[src/rtl/ps2_pkg.sv]
// ps2_pkg: definitions shared by the PS/2 frame controller and its event queue.
//   ps2_state_t         frame FSM state encoding (IDLE, DATA, PARITY, STOP)
//   CODE_EXT / CODE_BRK prefix scan codes (extended key / key release)
//   TIMEOUT_CYC_DEFAULT default clk cycles allowed between kbclk falling edges
//   EVENT_W             width of one queued event {ext, brk, code[7:0]}
//   parity_ok()         odd-parity check over 8 data bits plus the parity bit
package ps2_pkg;

  typedef enum logic [1:0] {
    ST_IDLE   = 2'd0,
    ST_DATA   = 2'd1,
    ST_PARITY = 2'd2,
    ST_STOP   = 2'd3
  } ps2_state_t;

  localparam logic [7:0] CODE_EXT            = 8'hE0;
  localparam logic [7:0] CODE_BRK            = 8'hF0;
  localparam int         TIMEOUT_CYC_DEFAULT = 5000;
  localparam int         EVENT_W             = 10;

  // PS/2 uses odd parity: the ones over data plus parity must be odd.
  function automatic logic parity_ok(input logic [7:0] data, input logic par);
    return ^{data, par};
  endfunction

endpackage

[src/rtl/ps2_event_fifo.sv]
// ps2_event_fifo: small event queue with valid/ready pop.
//   clk, rst_n  clock, async active-low reset
//   push        write push_data this cycle (dropped if full and no pop)
//   push_data   event to enqueue
//   pop_valid   queue is non-empty; pop_data holds the head
//   pop_ready   consumer takes the head when pop_valid is high
//   pop_data    head entry
//   overflow    sticky: an event was dropped because the queue was full
// DEPTH must be a power of two (pointers wrap naturally).
module ps2_event_fifo
  import ps2_pkg::*;
#(
  parameter int DEPTH = 4,
  parameter int WIDTH = EVENT_W
) (
  input  logic             clk,
  input  logic             rst_n,
  input  logic             push,
  input  logic [WIDTH-1:0] push_data,
  output logic             pop_valid,
  input  logic             pop_ready,
  output logic [WIDTH-1:0] pop_data,
  output logic             overflow
);

  localparam int PW = (DEPTH > 1) ? $clog2(DEPTH) : 1;

  logic [WIDTH-1:0] mem [DEPTH];
  logic [PW-1:0]    rd_ptr;
  logic [PW-1:0]    wr_ptr;
  logic [PW:0]      count;
  logic             full;
  logic             pop;
  logic             wr_en;

  assign full      = (count == (PW+1)'(DEPTH));
  assign pop       = pop_valid && pop_ready;
  // A same-cycle pop frees a slot, so a push into a full queue is still taken.
  assign wr_en     = push && (!full || pop);
  assign pop_valid = (count != '0);
  assign pop_data  = mem[rd_ptr];

  always_ff @(posedge clk or negedge rst_n) begin
    if (!rst_n) begin
      for (int i = 0; i < DEPTH; i++) mem[i] <= '0;
      rd_ptr   <= '0;
      wr_ptr   <= '0;
      count    <= '0;
      overflow <= 1'b0;
    end else begin
      if (wr_en) begin
        mem[wr_ptr] <= push_data;
        wr_ptr      <= wr_ptr + PW'(1);
      end
      if (pop) rd_ptr <= rd_ptr + PW'(1);
      case ({wr_en, pop})
        2'b10:   count <= count + (PW+1)'(1);
        2'b01:   count <= count - (PW+1)'(1);
        default: count <= count;
      endcase
      if (push && full && !pop) overflow <= 1'b1;
    end
  end

endmodule

[src/rtl/ps2_frame_ctrl.sv]
// ps2_frame_ctrl: PS/2 keyboard frame receiver with prefix decode and event queue.
//   clk, rst_n   system clock, async active-low reset
//   kbclk/kbdata raw PS/2 lines (asynchronous, synchronized here)
//   ev_valid/ev_ready  valid/ready handshake on the queued key events
//   ev_code/ev_ext/ev_break  head event: scan code, E0-prefixed, F0-prefixed
//   err_parity   one-cycle pulse: parity failure with a good stop bit
//   err_frame    one-cycle pulse: bad start bit, bad stop bit or timeout
//   overflow     sticky: an event was dropped because the queue was full
//   busy         frame FSM is not idle
module ps2_frame_ctrl
  import ps2_pkg::*;
#(
  parameter int TIMEOUT_CYC = TIMEOUT_CYC_DEFAULT,
  parameter int FIFO_DEPTH  = 4
) (
  input  logic       clk,
  input  logic       rst_n,
  input  logic       kbclk,
  input  logic       kbdata,
  output logic       ev_valid,
  input  logic       ev_ready,
  output logic [7:0] ev_code,
  output logic       ev_ext,
  output logic       ev_break,
  output logic       err_parity,
  output logic       err_frame,
  output logic       overflow,
  output logic       busy
);

  localparam int TO_W = $clog2(TIMEOUT_CYC + 1);

  logic             kbclk_meta, kbclk_sync, kbclk_prev;
  logic             kbdata_meta, kbdata_sync;
  logic             fall;
  ps2_state_t       state;
  logic [2:0]       bit_cnt;
  logic [7:0]       shreg;
  logic             par_ok;
  logic [TO_W-1:0]  to_cnt;
  logic             to_expire;
  logic             ext_flag, brk_flag;
  logic             stop_fall, byte_ok, push;
  logic [EVENT_W-1:0] push_data;
  logic [EVENT_W-1:0] head;

  // Synchronizers preset to 1 (idle bus) so reset release never looks like an edge.
  always_ff @(posedge clk or negedge rst_n) begin
    if (!rst_n) begin
      kbclk_meta  <= 1'b1;
      kbclk_sync  <= 1'b1;
      kbclk_prev  <= 1'b1;
      kbdata_meta <= 1'b1;
      kbdata_sync <= 1'b1;
    end else begin
      kbclk_meta  <= kbclk;
      kbclk_sync  <= kbclk_meta;
      kbclk_prev  <= kbclk_sync;
      kbdata_meta <= kbdata;
      kbdata_sync <= kbdata_meta;
    end
  end

  assign fall      = kbclk_prev && !kbclk_sync;
  assign to_expire = (to_cnt == TO_W'(TIMEOUT_CYC - 1));

  // The push is decided in the STOP edge cycle; the queue registers it, giving
  // ev_valid one cycle later. Prefix bytes only set flags and are never queued.
  assign stop_fall = (state == ST_STOP) && fall;
  assign byte_ok   = stop_fall && kbdata_sync && par_ok;
  assign push      = byte_ok && (shreg != CODE_EXT) && (shreg != CODE_BRK);
  assign push_data = {ext_flag, brk_flag, shreg};

  always_ff @(posedge clk or negedge rst_n) begin
    if (!rst_n) begin
      state      <= ST_IDLE;
      bit_cnt    <= '0;
      shreg      <= '0;
      par_ok     <= 1'b0;
      to_cnt     <= '0;
      ext_flag   <= 1'b0;
      brk_flag   <= 1'b0;
      err_parity <= 1'b0;
      err_frame  <= 1'b0;
      busy       <= 1'b0;
    end else begin
      err_parity <= 1'b0;
      err_frame  <= 1'b0;

      if (state == ST_IDLE || fall) to_cnt <= '0;
      else                          to_cnt <= to_cnt + TO_W'(1);

      if (state != ST_IDLE && !fall && to_expire) begin
        // Keyboard stalled mid-frame: drop the partial byte.
        state     <= ST_IDLE;
        busy      <= 1'b0;
        err_frame <= 1'b1;
        ext_flag  <= 1'b0;
        brk_flag  <= 1'b0;
      end else if (fall) begin
        case (state)
          ST_IDLE: begin
            if (!kbdata_sync) begin
              state   <= ST_DATA;
              bit_cnt <= '0;
              busy    <= 1'b1;
            end else begin
              err_frame <= 1'b1;
              ext_flag  <= 1'b0;
              brk_flag  <= 1'b0;
            end
          end
          ST_DATA: begin
            shreg   <= {kbdata_sync, shreg[7:1]};
            bit_cnt <= bit_cnt + 3'd1;
            if (bit_cnt == 3'd7) state <= ST_PARITY;
          end
          ST_PARITY: begin
            par_ok <= parity_ok(shreg, kbdata_sync);
            state  <= ST_STOP;
          end
          ST_STOP: begin
            state <= ST_IDLE;
            busy  <= 1'b0;
            if (!kbdata_sync) begin
              err_frame <= 1'b1;
              ext_flag  <= 1'b0;
              brk_flag  <= 1'b0;
            end else if (!par_ok) begin
              err_parity <= 1'b1;
              ext_flag   <= 1'b0;
              brk_flag   <= 1'b0;
            end else if (shreg == CODE_EXT) begin
              ext_flag <= 1'b1;
            end else if (shreg == CODE_BRK) begin
              brk_flag <= 1'b1;
            end else begin
              ext_flag <= 1'b0;
              brk_flag <= 1'b0;
            end
          end
          default: state <= ST_IDLE;
        endcase
      end
    end
  end

  ps2_event_fifo #(
    .DEPTH (FIFO_DEPTH),
    .WIDTH (EVENT_W)
  ) u_fifo (
    .clk       (clk),
    .rst_n     (rst_n),
    .push      (push),
    .push_data (push_data),
    .pop_valid (ev_valid),
    .pop_ready (ev_ready),
    .pop_data  (head),
    .overflow  (overflow)
  );

  assign ev_ext   = head[9];
  assign ev_break = head[8];
  assign ev_code  = head[7:0];

endmodule

[config.mk]
export PLATFORM = sky130hd
export DESIGN_NAME = ps2_frame_ctrl
export DESIGN_NICKNAME = d
export VERILOG_FILES = /design/src/rtl/ps2_pkg.sv /design/src/rtl/ps2_event_fifo.sv /design/src/rtl/ps2_frame_ctrl.sv
export SDC_FILE = /design/constraint.sdc
export NUM_CORES = 1
export LEC_CHECK = 0
export CAP_MARGIN = 20
export CORE_ASPECT_RATIO = 0.8
export CORE_MARGIN = 3
export CORE_UTILIZATION = 49
export CTS_BUF_LIST = sky130_fd_sc_hd__clkbuf_8
export DETAILED_ROUTE_END_ITERATION = 12
export PLACE_DENSITY = 0.7
export SLEW_MARGIN = 20
export SYNTH_ARGS = -nofsm -noshare
export SYNTH_HDL_FRONTEND = slang
export SYNTH_SLANG_ARGS = --single-unit
[constraint.sdc]
create_clock -name clk -period 2.39 [get_ports clk]
set_clock_uncertainty 0.15 [all_clocks]
set_input_delay 0.239 -clock clk [delete_from_list [all_inputs] [get_ports clk]]
set_output_delay 0.239 -clock clk [all_outputs]
set_load 0.03 [all_outputs]
==> flow_metrics.tcl, run 1 <==
set metrics [dict create \
    status "finished, final reports clean" \
    sw_frac_of_total_pct 32.73 \
    ios 20 \
    syn_area_per_cell_sq_um 13.40 \
    nets 348 \
    htreeDepth 3 \
    synth_top_cell_area_share_pct 51.68 \
    synth_most_common_cell "dfrtp_1" \
    fp.dieH_um 85.53 \
    slew_viol_final 0 \
    rows 28 \
    grt_pass1_vias 2531 \
    die-width_um 105.4 \
    max_clock_freq_mhz 444.2 \
    p_int_mw 3.084 \
    clock_power_share_pct 23.6 \
    clkLatencyLatePin_ns 0.35 \
    drive_above_1_share_pct 32.84 \
    p_leak_nw 2.155 \
    fin_cells 440 \
    cts_tree "built" \
    post-route-min-period_ns 2.251 \
    vias 2337 \
    hold_end "kbdata_meta" \
    areaGrowthSynthToFinish_pct 17.54 \
    critical_path.max_stage_delay_ns 0.43 \
    critPathArrivalTime_ns 2.36 \
    finalHoldViolCount 0 \
    hold_path_depth 1 \
    pwr-share-comb_pct 34.1 \
    wl_per_cell_um 15.18 \
    reg2reg_depth 10 \
    cp_cell_sequence "nor4b_2 -> buf_4 -> a2111oi_4 -> inv_1 -> ha_2 -> inv_2 -> fa_2 -> xor2_1 -> nor2_1 -> xor2_1" \
    initial_utilization_pct 51.43 \
    grt_usage_pct 16.79 \
    ir_drop_mv 0.5902 \
    cp_max_fo 4 \
    period_share_pct 94.19 \
    setup-violations-final 0 \
    r2r-end "u_fifo.count[2]" \
    seq_power_share_pct 42.4 \
    postSynthCellCount 289 \
    worstMarginPinSlew_ns 0.4970 \
    grt-busiest-layer "met2" \
    ctsRootBufferMaster "clkbuf_8" \
    path_buf_inv 3 \
    drtIter0Drc 89 \
    routed_wl_um 6677 \
    endpoint_kind "flop" \
    p_switching_mw 1.500 \
    dp_cells 423 \
    clock-sinks 85 \
    ys_ff_latch 85 \
    yosys_warnings 0 \
    rrSetupSlack_ns 0.14 \
    vias_per_cell 5.311 \
    dp_hpwl_um 4679 \
    diodes 0 \
    drtAntennaViolNets 0 \
    synthTopCellsByArea "dfrtp_1, mux2_2, mux4_2, ha_1, dfstp_2" \
    synth_edf_count 0 \
    drt_pass1_iterations 4 \
    p_per_area_nw_per_um2 1007 \
    die_area_sq_um 9015 \
    synth_common_cells "dfrtp_1, mux2_2, nor2_1" \
    cp.required_ns 2.50 \
    grt_pass1_wl_um 12000 \
    synth_nets 307 \
    maxSlewHeadroom_pct 66.87 \
    synth-async-reset-ratio_pct 100.0 \
    synthesis.area_sq_um 3874 \
    whs_ns 0.1445 \
    hold_path.class "input port to flop" \
    yosys_most_used_dff "dfrtp_1" \
    postCtsSetupBuffers 0 \
    gp_congestion 0.8330 \
    antenna_found_initial 0 \
    ys_types 38 \
    crit_type "flop to flop" \
    ys_seq_area_share_pct 55.07 \
    core_sq_um 7532 \
    reg2reg_from "u_fifo.count[0]" \
    grt_max_degree 48 \
    clockBufferDepth 2 \
    cp_top_family "adder cells" \
    io_buffers 19 \
    worst_setup_path_start_kind "flop" \
    cts_inserted_buffers 9 \
    power.total_mw 4.584 \
    grt_use_met3_pct 4.289 \
    min_from "kbdata" \
    yosys.area.top_type "dfrtp_1" \
    grt.met1_usage_pct 22.91 \
    cts.reportedPaths.clkPinSlew_ns 0.08 \
    slowest_stage "dfrtp_1" \
    rsz0062_at_grt "yes" \
    drc 0 \
    crit_top_cell "xor2_1" \
    use_met2_pct 26.68 \
    maxCapViolations 0 \
    grt_remaining_overflow 0 \
]
==> worst register-to-register path, delay by kind of cell (launching register included) <==
kind | cells | cell delay [ns]
adder cells (fa/ha/maj) | 2 | 0.52
XOR/XNOR | 2 | 0.32
buffers and inverters | 3 | 0.28
flip-flops | 1 | 0.43
AND/OR/NAND/NOR | 2 | 0.43
AO/OA/AOI/OAI | 1 | 0.04
==> power by group through the flow <==
stage / combinational [mW] / sequential [mW] / clock (mW)
after floorplan: 1.05 / 1.94 / 0
after global routing: 1.73 / 1.98 / 1.18
after detailed placement: 1.56 / 1.96 / 0
after CTS: 1.57 / 1.93 / 1.12
final: 1.56 / 1.94 / 1.08
after global placement: 1.53 / 1.95 / 0
==> state kept, by name, summed over array words and instances, names as in the netlist, 2 cells and up <==
signal	cells
u_fifo.count	3
u_fifo.rd_ptr	2
u_fifo.mem	40
bit_cnt	3
shreg	8
u_fifo.wr_ptr	2
state	2
to_cnt	13
==> layout by cell type (no fill, tap or decap), types with 2 or more instances in the layout <==
| cell | instances |
|---|---|
| inv_1 | 13 |
| ha_1 | 11 |
| nand2_2 | 4 |
| mux2i_1 | 3 |
| o21a_1 | 2 |
| mux2_2 | 48 |
| xor2_1 | 6 |
| nor2_1 | 16 |
| buf_12 | 2 |
| clkbuf_8 | 9 |
| nand2b_1 | 3 |
| nand3_1 | 6 |
| or3_1 | 4 |
| a32o_1 | 2 |
| dfrtp_1 | 79 |
| nand2_1 | 11 |
| dlygate4sd2_1 | 10 |
| o21ai_0 | 6 |
| buf_4 | 17 |
| a21oi_1 | 7 |
| nor2b_1 | 2 |
| nor4_1 | 2 |
| bufinv_16 | 2 |
| mux4_2 | 10 |
| dfstp_2 | 5 |
| xnor2_1 | 14 |
| clkdlybuf4s50_1 | 8 |
| nor3_1 | 9 |
| clkinvlp_4 | 3 |
| nand4_1 | 2 |
==> worst max path at each step <==
stage | to | slack [ns] | startpoint | cells after the start
finish | u_fifo.count[2] | 0.14 | u_fifo.count[0] | 10
global route | u_fifo.count[2] | -0.02 | u_fifo.count[0] | 10
CTS | u_fifo.count[2] | 0.01 | u_fifo.count[0] | 10
detailed placement | u_fifo.count[2] | -0.15 | ev_ready | 11
global placement | u_fifo.count[2] | -0.07 | ev_ready | 11
floorplan | u_fifo.count[2] | 0.006 | kbclk_prev | 10
==> metal layers <==
layer	share of wire, %	wire length (um)
met5	0	0
met4	1.2	78
met3	3.1	208
met2	47	3133
met1	49	3257
==> per-stage QoR <==
step / cell area (sq um) / utilization [%] / setup slack, ns / TNS [ns]
5_1_grt: 4553 / 60.45 / -0.02479 / -0.02479
4_1_cts: 4538 / 60.25 / 0.01405 / 0
3_3_place_gp: 4325 / 57.43 / -0.06862 / -0.06862
2_1_floorplan: 3881 / - / 0.005757 / 0
6_report: 4553 / 60.45 / 0.1388 / 0
3_5_place_dp: 4325 / 57.43 / -0.1499 / -0.1499
==> kinds of logic after synthesis <==
logic type / share of synthesized area (%)
adder cells (fa/ha/maj): 4.393
multiplexers: 20.54
AO/OA/AOI/OAI: 4.135
XOR/XNOR: 5.103
buffers and inverters: 2.035
flip-flops: 55.07
AND/OR/NAND/NOR: 8.721
==> area by class of cell <==
class,instances,area [sq um]
multi-input cells,183,1678
inverters,13,48.80
repair buffers,38,345.3
well taps,105,131.4
clock inverters,7,91.34
fillers,606,2979
clock buffers,9,123.9
flip-flops and latches,85,2135
==> repair_timing <==
item                                    in CTS  in global routing
gates cloned                                 0                  0
hold endpoints to repair                    38                  0
endpoints found under the setup margin      10                  1
resized for setup                           10                  5
pin swaps                                    0                  3
hold buffers                                 1                  0
Note: power is estimated with default switching activity, not from simulation.
==> run 2, diff against run 1 <==
Settings changed: RECOVER_POWER from default to 50.
==> run 2 against run 1 <==
Non-clock buffer count stayed put; utilization is 0.25 points lower; first-iteration DRC count is 1.1% higher; cell count stayed put; largest power group unchanged; design area is 0.41% lower; global-route usage stayed put; power is 0.12% lower; combinational power hardly changed; worst hold slack better by 0.067 ns; setup slack better by 0.0028 ns; clock power hardly changed; flip-flop and latch count stayed put; highest routed layer unchanged.
==> flow_metrics.tcl, run 2 (synthesized netlist as in run 1, its figures left out) <==
set metrics [dict create \
    topRoutingLayerUsed "met4" \
    status "finished, final reports clean" \
    die-width_um 105.4 \
    max_clock_freq_mhz 444.8 \
    cp.required_ns 2.50 \
    wl_met2_um 3136 \
    cts_tree "built" \
    clock_power_share_pct 23.6 \
    slowest_stage "dfrtp_1" \
    dp_cells 423 \
    maxSlewHeadroom_pct 38.06 \
    drt_pass1_iterations 4 \
    grt_pass1_vias 2531 \
    p_leak_nw 2.147 \
    mostFrequentLayoutCell "dfrtp_1" \
    core_sq_um 7532 \
    hold_path.class "flop to flop" \
    wl_met3_um 190 \
    crit_type "flop to flop" \
    ctsRootBufferMaster "clkbuf_8" \
    drive_above_1_share_pct 32.54 \
    critPathArrivalTime_ns 2.36 \
    io_buffers 19 \
    rrSetupSlack_ns 0.14 \
    whs_ns 0.2111 \
    dp_hpwl_um 4679 \
    die_area_sq_um 9015 \
    nets 348 \
    grt_remaining_overflow 0 \
    ios 20 \
    fp.dieH_um 85.53 \
    ir_drop_mv 0.5899 \
    sw_frac_of_total_pct 32.75 \
    min_from "kbclk_meta" \
    multi_input_area_sq_um 1678 \
    htreeDepth 3 \
    drtAntennaViolNets 0 \
    critical_path.max_stage_delay_ns 0.43 \
    rsz0062_at_grt "yes" \
    wl_per_cell_um 15.16 \
    clock-sinks 85 \
    diodes 0 \
    top_register "u_fifo.mem" \
    cp_cell_sequence "nor4b_2 -> buf_4 -> a2111oi_4 -> inv_1 -> ha_2 -> inv_2 -> fa_2 -> xor2_1 -> nor2_1 -> xor2_1" \
    worst_setup_path_start_kind "flop" \
    fin_util_pct 60.20 \
    p_switching_mw 1.499 \
    drc 0 \
    largest_register_ffs 40 \
    met1Wirelength_um 3264 \
    cp_max_fo 4 \
    final_cell_mix "dfrtp_1, mux2_2, nor2_1, buf_4, xnor2_1" \
    power.total_mw 4.578 \
    fin_cells 440 \
    cts.reportedPaths.clkPinSlew_ns 0.08 \
    maxCapViolations 0 \
    fillers 608 \
    reg2reg_from "u_fifo.count[0]" \
    setup-violations-final 0 \
    cts_inserted_buffers 9 \
    tns_ns 0 \
    pwr-share-comb_pct 34.0 \
    grt_pass1_wl_um 12000 \
    p_per_area_nw_per_um2 1010 \
    worstMarginPinSlew_ns 0.9291 \
    register_area_sq_um 2135 \
    endpoint_kind "flop" \
    antenna_found_initial 0 \
    crit_start "u_fifo.count[0]" \
    seq_power_share_pct 42.4 \
    finalHoldViolCount 0 \
    clockBufferDepth 2 \
    post-route-min-period_ns 2.248 \
    slew_viol_final 0 \
    initial_utilization_pct 51.43 \
    drtIter0Drc 90 \
    crit_top_cell "xor2_1" \
    rows 28 \
    vias_per_cell 5.282 \
    vias 2324 \
    clkLatencyLatePin_ns 0.35 \
    p_int_mw 3.079 \
    reg.largest.list "u_fifo.mem x40, to_cnt x13, shreg x8" \
    grt_usage_pct 16.79 \
    gp_congestion 0.8330 \
    period_share_pct 94.07 \
    grt_max_degree 48 \
    routed_wl_um 6670 \
    areaGrowthSynthToFinish_pct 17.05 \
]
[run 2: cell count changes in the layout (fill, tap and decap cells not counted), sizes merged]
cell,delta
clkdlybuf4s50,-2
clkbuf,+3
buf,-3
dlygate4sd3,+2
[run 2: final cells by class]
| class | count | area share, % |
|---|---|---|
| flip-flops and latches | 85 | 47.08 |
| multi-input cells | 183 | 37.00 |
| repair buffers | 38 | 7.202 |
| well taps | 105 | 2.897 |
| clock buffers | 9 | 2.732 |
| clock inverters | 7 | 2.014 |
| inverters | 13 | 1.076 |
[run 2: timing repair]
action                                  CTS  global route
hold buffers                              1             0
gates resized for setup                  10             5
endpoints found under the setup margin   10             1
endpoints found under the hold margin    38             0
buffers inserted                          0             0
pin swaps                                 0             3
[run 2: worst max-delay path, delay by kind of cell (launching register included)]
| family | cells | cell delay (ns) |
|---|---|---|
| buffers and inverters | 3 | 0.28 |
| AO/OA/AOI/OAI | 1 | 0.04 |
| AND/OR/NAND/NOR | 2 | 0.42 |
| flip-flops | 1 | 0.43 |
| XOR/XNOR | 2 | 0.32 |
| adder cells (fa/ha/maj) | 2 | 0.52 |
[run 2: routing by layer]
metal,GRT usage (%),vias to the layer above
met5,0,-
met4,5.364,0
met3,4.289,9
met2,26.68,24
met1,22.91,1184
li1,-,1107
[run 2: path summary, 6_finish.rpt]
kind	endpoint	cells after the start
hold / removal	kbclk_sync	0
setup reg to reg	u_fifo.count[2]	10
min in group asynchronous	u_fifo.mem[38]	2
max in group asynchronous	shreg[0]	3
setup / recovery	u_fifo.count[2]	10
hold reg to reg	kbclk_sync	0
[run 2: metrics by stage]
step,area [sq um],setup slack (ns)
floorplan,3881,0.005757
global placement,4325,-0.06862
detailed placement,4325,-0.1499
CTS,4538,0.01405
global route,4534,-0.02479
finish,4534,0.1416
[run 2: power groups by stage]
stage | Sequential [mW] | Combinational (mW) | Clock [mW]
detailed placement | 1.96 | 1.56 | 0
floorplan | 1.94 | 1.05 | 0
global route | 1.98 | 1.72 | 1.18
global placement | 1.95 | 1.53 | 0
CTS | 1.93 | 1.57 | 1.12
finish | 1.94 | 1.56 | 1.08
